<file path="src/rtl/countdown_timer_pkg.sv">
// Shared definitions for the counter library: FSM state encodings and
// mode constants used by the countdown timer (and its up-counter sibling).
package countdown_timer_pkg;

    // FSM state encodings, 2-bit, kept as plain constants for legacy tools
    localparam logic [1:0] CT_IDLE = 2'd0;
    localparam logic [1:0] CT_RUN  = 2'd1;
    localparam logic [1:0] CT_DONE = 2'd2;

    // Mode select values
    localparam logic CT_ONESHOT  = 1'b0;
    localparam logic CT_PERIODIC = 1'b1;

endpackage

</file>
<file path="src/rtl/countdown_timer.sv">
// Loadable down-counter with a one-cycle terminal-count pulse. Counts down
// on enabled clocks while in RUN; on expiry either stops in DONE (one-shot)
// or reloads the last loaded value and keeps running (periodic).
module countdown_timer
    import countdown_timer_pkg::*;
#(
    parameter int WIDTH = 4
) (
    input  logic             clock_i,
    input  logic             reset_ni,
    input  logic             enable_i,
    input  logic             load_i,
    input  logic [WIDTH-1:0] load_value_i,
    input  logic             mode_i,
    output logic [WIDTH-1:0] out_o,
    output logic             tc_o,
    output logic             busy_o,
    output logic             done_o
);

    localparam logic [WIDTH-1:0] ONE  = {{(WIDTH-1){1'b0}}, 1'b1};
    localparam logic [WIDTH-1:0] ZERO = '0;

    logic [WIDTH-1:0] count_q,  count_d;
    logic [WIDTH-1:0] reload_q, reload_d;
    logic [1:0]       state_q,  state_d;
    logic             tc_q,     tc_d;

    // Next-state logic: load beats enable; tc defaults low so it is a single-cycle pulse
    always_comb begin
        count_d  = count_q;
        reload_d = reload_q;
        state_d  = state_q;
        tc_d     = 1'b0;
        if (load_i) begin
            reload_d = load_value_i;
            count_d  = load_value_i;
            // Loading zero would have nothing to count, so park in IDLE
            state_d  = (load_value_i != ZERO) ? CT_RUN : CT_IDLE;
        end else if (enable_i && (state_q == CT_RUN)) begin
            if (count_q > ONE) begin
                count_d = count_q - ONE;
            end else if (count_q == ONE) begin
                // Terminal edge: mode is only looked at here
                tc_d = 1'b1;
                if (mode_i == CT_PERIODIC) begin
                    count_d = reload_q;
                end else begin
                    count_d = ZERO;
                    state_d = CT_DONE;
                end
            end
            // count_q == 0 in RUN is unreachable; holding avoids any underflow
        end
    end

    // State registers with asynchronous active-low clear
    always_ff @(posedge clock_i or negedge reset_ni) begin
        if (!reset_ni) begin
            count_q  <= ZERO;
            reload_q <= ZERO;
            state_q  <= CT_IDLE;
            tc_q     <= 1'b0;
        end else begin
            count_q  <= count_d;
            reload_q <= reload_d;
            state_q  <= state_d;
            tc_q     <= tc_d;
        end
    end

    assign out_o  = count_q;
    assign tc_o   = tc_q;
    assign busy_o = (state_q == CT_RUN);
    assign done_o = (state_q == CT_DONE);

endmodule

</file>
<file path="config.mk">
export PLATFORM = sky130hd
export DESIGN_NAME = countdown_timer
export DESIGN_NICKNAME = d
export VERILOG_FILES = /design/src/rtl/countdown_timer_pkg.sv /design/src/rtl/countdown_timer.sv
export SDC_FILE = /design/constraint.sdc
export NUM_CORES = 1
export LEC_CHECK = 0
export ABC_CLOCK_PERIOD_IN_PS = 2900
export CAP_MARGIN = 40
export CORE_AREA = 2 2 39 41
export DETAILED_ROUTE_END_ITERATION = 7
export DIE_AREA = 0 0 41 43
export GPL_ROUTABILITY_DRIVEN = 1
export PLACE_DENSITY_LB_ADDON = 0.2
export SYNTH_ARGS = -nofsm -noshare
export SYNTH_HDL_FRONTEND = slang
export SYNTH_SLANG_ARGS = --single-unit
</file>
<file path="constraint.sdc">
create_clock -name clock_i -period 2.9 [get_ports clock_i]
set_input_delay 0.87 -clock clock_i [delete_from_list [all_inputs] [get_ports clock_i]]
set_output_delay 0.87 -clock clock_i [all_outputs]
set_load 0.05 [all_outputs]
</file>
### Word level (Yosys, flattened, before mapping)

Index checks and enable logic that the tools add are counted.

* flip-flop bits (word level): 11
* memory bits (read-only): 0
* latch bits: 0
* memories: 0
* memory bits (writable): 0
* bits of input ports: 9

* equal/unequal tests: 5
* reduce and logical (&&, ||, !) cells: 7
* $lt $le $gt $ge: 1
* mux-type cells: 15
* $mul: 0
* bitwise gates (word level): 0
* shift operators: 0
* $add $sub $neg: 1
* div/mod/pow operators: 0

Operators with widths (count)
* $mux W4: 5
* $mux W2: 5
* $mux W1: 5
* $eq A4 B1 Y1 const B: 1
* $gt A4 B1 Y1 const B: 1
* $ne A2 B2 Y1 const B: 2
* $reduce_and A4 Y1: 1
* $reduce_bool A2 Y1: 2
* $reduce_bool A4 Y1: 1
* $sub A4 B1 Y4 const B: 1
* $reduce_bool A3 Y1: 1
* $eq A2 B1 Y1 const B: 1
* $eq A2 B2 Y1 const B: 1
* $reduce_and A2 Y1: 1
* $logic_and A1 B1 Y1: 1

### Logic depth before layout (Yosys ltp)

* word-level depth: 5
* gate-level depth with buffers: 6

### Worst setup path before layout

Ideal clock, no wire load.

* path kind: reg-to-reg
* from: reg count_q[0] (netlist: out_o[0])
* to: reg count_q[1] (netlist: out_o[1])
* buffers on the path: 0
* period minus slack after synthesis: 2.094 ns
* data required time: 2.779 ns
* slack: 0.806 ns
* stages on the path, launching flop included: 7
* data arrival time: 1.973 ns
* cell sequence: dfrtp_1 -> inv_1 -> ha_1 -> or2_1 -> and2_1 -> a311o_1 -> a22o_1

* cells in the longest elaborated chain, start to end: 4
* elaborated cells on any way between the ends: 8
* those cells by class: add/sub: 1; order compare: 1; eq/ne: 1; mux: 3; reduce/logical: 2

Ends and longest elaborated chain
* from (decl): line countdown_timer.sv:24 `logic [WIDTH-1:0] count_q, count_d;`
* from (signal assigned): line countdown_timer.sv:65 `count_q <= count_d;`
* $sub A4 B1 Y4 or $gt A4 B1 Y1 (tied branches): line countdown_timer.sv:42, countdown_timer.sv:41
* $mux W4: line countdown_timer.sv:41 `if (count_q > ONE) begin`
* $mux W4: line countdown_timer.sv:40 `end else if (enable_i && (state_q == CT_RUN)) begin`
* $mux W4: line countdown_timer.sv:35 `if (load_i) begin`

Several ways; a longest one is shown, not always the timed one. The select of a mux whose other input is x is not followed.
A chain may end at the register's enable or synchronous reset.

### Worst setup path in the final report

* from: reg state_q[0]
* to: out busy_o

* cells in the longest elaborated chain, start to end: 1

Ends and longest elaborated chain
* from (decl): line countdown_timer.sv:26 `logic [1:0] state_q, state_d;`
* from (signal assigned): line countdown_timer.sv:67 `state_q <= state_d;`
* $eq A2 B1 Y1: line countdown_timer.sv:74 `assign busy_o = (state_q == CT_RUN);`
* to (decl): line countdown_timer.sv:17 `output logic busy_o,`

Every way passes these cells.

==> tab_implementation.tex <==
\begin{tabular}{lr}
\hline
Metric & Value \\
\hline
\multicolumn{2}{l}{\textbf{Detailed routing}} \\
Via density & $\sim$5.5 \\
1st-pass router iterations & 4 \\
Final wirelength & 1250 um \\
Routed via count & approximately 530 \\
Total DRC errors in the routed layout & 0 \\
Remaining number of nets flagged by the antenna check after routing & 0 \\
Average wire per cell in the routed design & 12.9 um \\
Violation count after the first detailed-route iteration & 15 \\
\multicolumn{2}{l}{\textbf{Synthesis}} \\
Post-synthesis xor/xnor area fraction & 1.37\% \\
Top-area cell type share of the netlist area & between 40 and 50\% \\
Area contributors post-synth & dfrtp\_1 (43\%), mux2\_2 (5.3\%), ha\_1 (3.9\%) \\
Asr flop ratio synth & 100\% \\
Top post-synthesis cells by count & dfrtp\_1 (11), inv\_1 (6), a21oi\_1 (4), nand2\_1 (4) \\
EDFF count, synth & 0 \\
Mapped Avg Cell Area & a little over 10 um2 \\
Net count of the mapped netlist & 74 \\
Share of synthesized cell area in and, or, nand and nor gates & a little over a fifth \\
Dominant cell type by area after synthesis & dfrtp\_1 \\
Number of flip-flops and latches in the synthesized netlist & 11 \\
Mapped cell area & $\sim$640 um2 \\
Largest family of logic cells by synthesized area & simple AND/OR/NAND/NOR gates \\
Sequential share of the synthesized area & a little over two fifths \\
Main synth FF type & dfrtp\_1 \\
Number of library cell types mapped by synthesis & 30 \\
Gate count after technology mapping & 63 \\
Total of warnings raised by yosys & 0 \\
Mux contribution to synthesized area & between 5 and 6\% \\
Compound-Gate Fraction of Synth Area & 20.0\% \\
Library cell with the highest instance count after synthesis & dfrtp\_1 \\
Post-synthesis share of cell area spent on full adders, half adders and majority gates & under 10\% \\
\multicolumn{2}{l}{\textbf{Clock network}} \\
Clock root buffer master & clkbuf\_4 \\
Number of buffers on the longest clock path & 2 \\
Number of buffers inserted during clock tree synthesis & 3 \\
Number of setup buffers added after CTS & 0 \\
Clock transition at path regs & about 0.070 ns \\
Post-cts sizing count & 0 \\
TritonCTS clock tree & built \\
Worst-Skew Late Latency & approximately 0.26 ns \\
Total number of H-tree levels & 1 \\
Post-cts hold buffer count & 0 \\
Clock sink count & 11 \\
\multicolumn{2}{l}{\textbf{STA}} \\
Slew Viols, Final & 0 \\
Final sum of negative setup slack & 0 ns \\
Worst slew margin relative to its limit & around 64\% \\
Slew @ Worst Pin & about 0.54 ns \\
Final setup violation count & 0 \\
Layout Skew & between 0.001 and 0.0015 ns \\
Max frequency & approximately 410 MHz \\
Final critical-path required period & 2.46 ns \\
Hold Vio Cnt, Final & 0 \\
Unrepaired setup endpoints after global routing & no \\
Share of the clock period used by the worst path after layout & 84.7\% \\
\multicolumn{2}{l}{\textbf{GRT}} \\
Maximum number of pins on one net before global-route repair & 14 \\
Overflow left after global routing & 0 \\
Antenna violations before repair & 0 \\
Number of global-route vias before repair & between 500 and 600 \\
Global Route Usage Sum & 19.8\% \\
Global-route wire length before repair & 2290 um \\
\multicolumn{2}{l}{\textbf{Critical path}} \\
Gate family responsible for the most delay along the worst path & buffers and inverters \\
Setup crit start kind & flop \\
Peak per-stage delay on the critical path & 0.80 ns \\
Data arrival time of the critical path & around 1.6 ns \\
Slowest CP cell & clkdlybuf4s50\_1 \\
Sum of buffers and inverters on the critical path & 1 \\
Kind of end point of the critical path & output port \\
WS Path Type & flop to output port \\
Req. time, crit path & about 2.0 ns \\
CP Max Fanout & 4 \\
Ordered list of cells on the worst path & nor2b\_1, clkdlybuf4s50\_1 \\
\multicolumn{2}{l}{\textbf{Cells and area}} \\
Number of inserted filler cells in the final layout & between 100 and 150 \\
Area overhead of the layout relative to synthesis & 29.6\% \\
Nets & 93 \\
Share of layout cells above drive strength 1 & between 10\% and 20\% \\
Antenna Diode Count & 0 \\
Non-filler cells in the finished layout & 97 \\
Final standard cell utilization of the core & between 50 and 60\% \\
\multicolumn{2}{l}{\textbf{Run status}} \\
Run status & completed \\
\multicolumn{2}{l}{\textbf{Power and ir drop}} \\
Share of total power in the clock network & around a fifth \\
Total chip power & 505 uW \\
Cell Int Power & around 310 uW \\
Power spent charging and discharging nets & 192 uW \\
Fraction of power consumed by combinational cells & between 40\% and 50\% \\
Power density over the cells & around 600 nW/um2 \\
Register share of total power & approximately 40\% \\
Net Sw Frac & approximately two fifths \\
IR Drop Worst-Case VDD & between 300 and 400 uV \\
Leakage power total & 0.354 nW \\
\multicolumn{2}{l}{\textbf{Worst hold path}} \\
Path class of the lowest-slack min-delay path & flop to flop \\
\multicolumn{2}{l}{\textbf{Floorplan}} \\
Core Rows & 14 \\
Effective utilization at floorplan & roughly 46\% \\
Die Outline Area & between 1500 and 2000 um2 \\
Die height & about 43 um \\
Number of placed I/O pins & 16 \\
Die boundary width & between 40 and 50 um \\
Placeable core region & 1380 um2 \\
\multicolumn{2}{l}{\textbf{Flow run}} \\
Max-cap violation count & 0 \\
\multicolumn{2}{l}{\textbf{Placed design}} \\
Total of buffers placed on input and output ports & 15 \\
HPWL after detailed placement & approximately 1000 um \\
GPL Wtd Cong & 0.880 \\
Post-Place Cells & between 90 and 100 \\
\hline
\end{tabular}
-- stage by stage --
step                worst slack, ns  cell area [um2]  hold slack [ns]
floorplan                     0.806              638            0.481
global placement              0.629              801            0.494
detailed placement            0.614              801            0.501
CTS                           0.432              827            0.517
global route                  0.368              827            0.553
finish                        0.445              827            0.513
-- worst paths after layout --
kind | from | depth (start not counted) | slack [ns] | to
max reg2reg | out_o[0] | 6 | 0.97 | out_o[1]
min in group asynchronous | reset_ni | 1 | 0.93 | reload_q[0]
min reg2reg | reload_q[2] | 1 | 0.51 | reload_q[2]
min | reload_q[2] | 1 | 0.51 | reload_q[2]
max in group asynchronous | reset_ni | 1 | 1.65 | out_o[2]
max | state_q[0] | 2 | 0.44 | busy_o
-- worst reg2reg max path: stages (launching register included) --
cell     delay (ns)
dfrtp_1        0.44
inv_1          0.10
ha_1           0.24
or2_1          0.28
and2_1         0.21
a311o_1        0.37
a22o_1         0.18
-- routing by layer --
metal  up-vias  GRT usage, %  wire length (um)
li1        269             -                 -
met2        12          28.4               617
met5         -             0                 0
met4         0          12.0                15
met1       251          27.0               578
met3         2          3.14                41
-- state kept, by name, indices dropped and copies added, names as in the netlist --
| signal | flops |
|---|---|
| out_o | 4 |
| tc_o | 1 |
| state_q | 2 |
| reload_q | 4 |
-- power groups by stage --
stage          logic [mW]  clock network, mW  registers, mW
5_1_grt             0.225              0.117          0.201
2_1_floorplan      0.0972                  0          0.241
3_3_place_gp        0.204                  0          0.199
3_5_place_dp        0.206                  0          0.199
6_report            0.206              0.102          0.197
4_1_cts             0.207              0.106          0.196
-- layout make-up --
cell class              instances  area [um2]  share of cell area [%]
flip-flops and latches         11         275                    33.3
repair buffers                 15         150                    18.2
inverters                       6        22.5                    2.72
well taps                      16        20.0                    2.42
clock buffers                   4        26.3                    3.18
multi-input cells              45         333                    40.2
-- cell usage in the layout (no fill, tap or decap), drive strengths merged --
master         count
o21ai              2
o41ai              1
o2bb2ai            1
or2                1
nor4               1
nor3               2
a211oi             1
xnor2              1
nand3              1
inv                6
ha                 2
clkbuf             4
and2               2
nor2b              3
o22ai              1
o211ai             1
clkdlybuf4s50     15
o21a               1
a311o              1
or4b               1
mux2               3
a22o               2
nand2              4
and3b              2
nor3b              1
dfrtp             11
nand4              2
nor2               3
a21oi              5
-- logic make-up (layout without fill, tap and decap cells) --
family	Yosys count	count (layout)
simple gates	23	23
compound gates	16	16
flops	11	11
buf+inv	7	25
mux	3	3
fa+ha+maj	2	2
xor+xnor	1	1
Note: power is estimated with default switching activity, not from simulation.
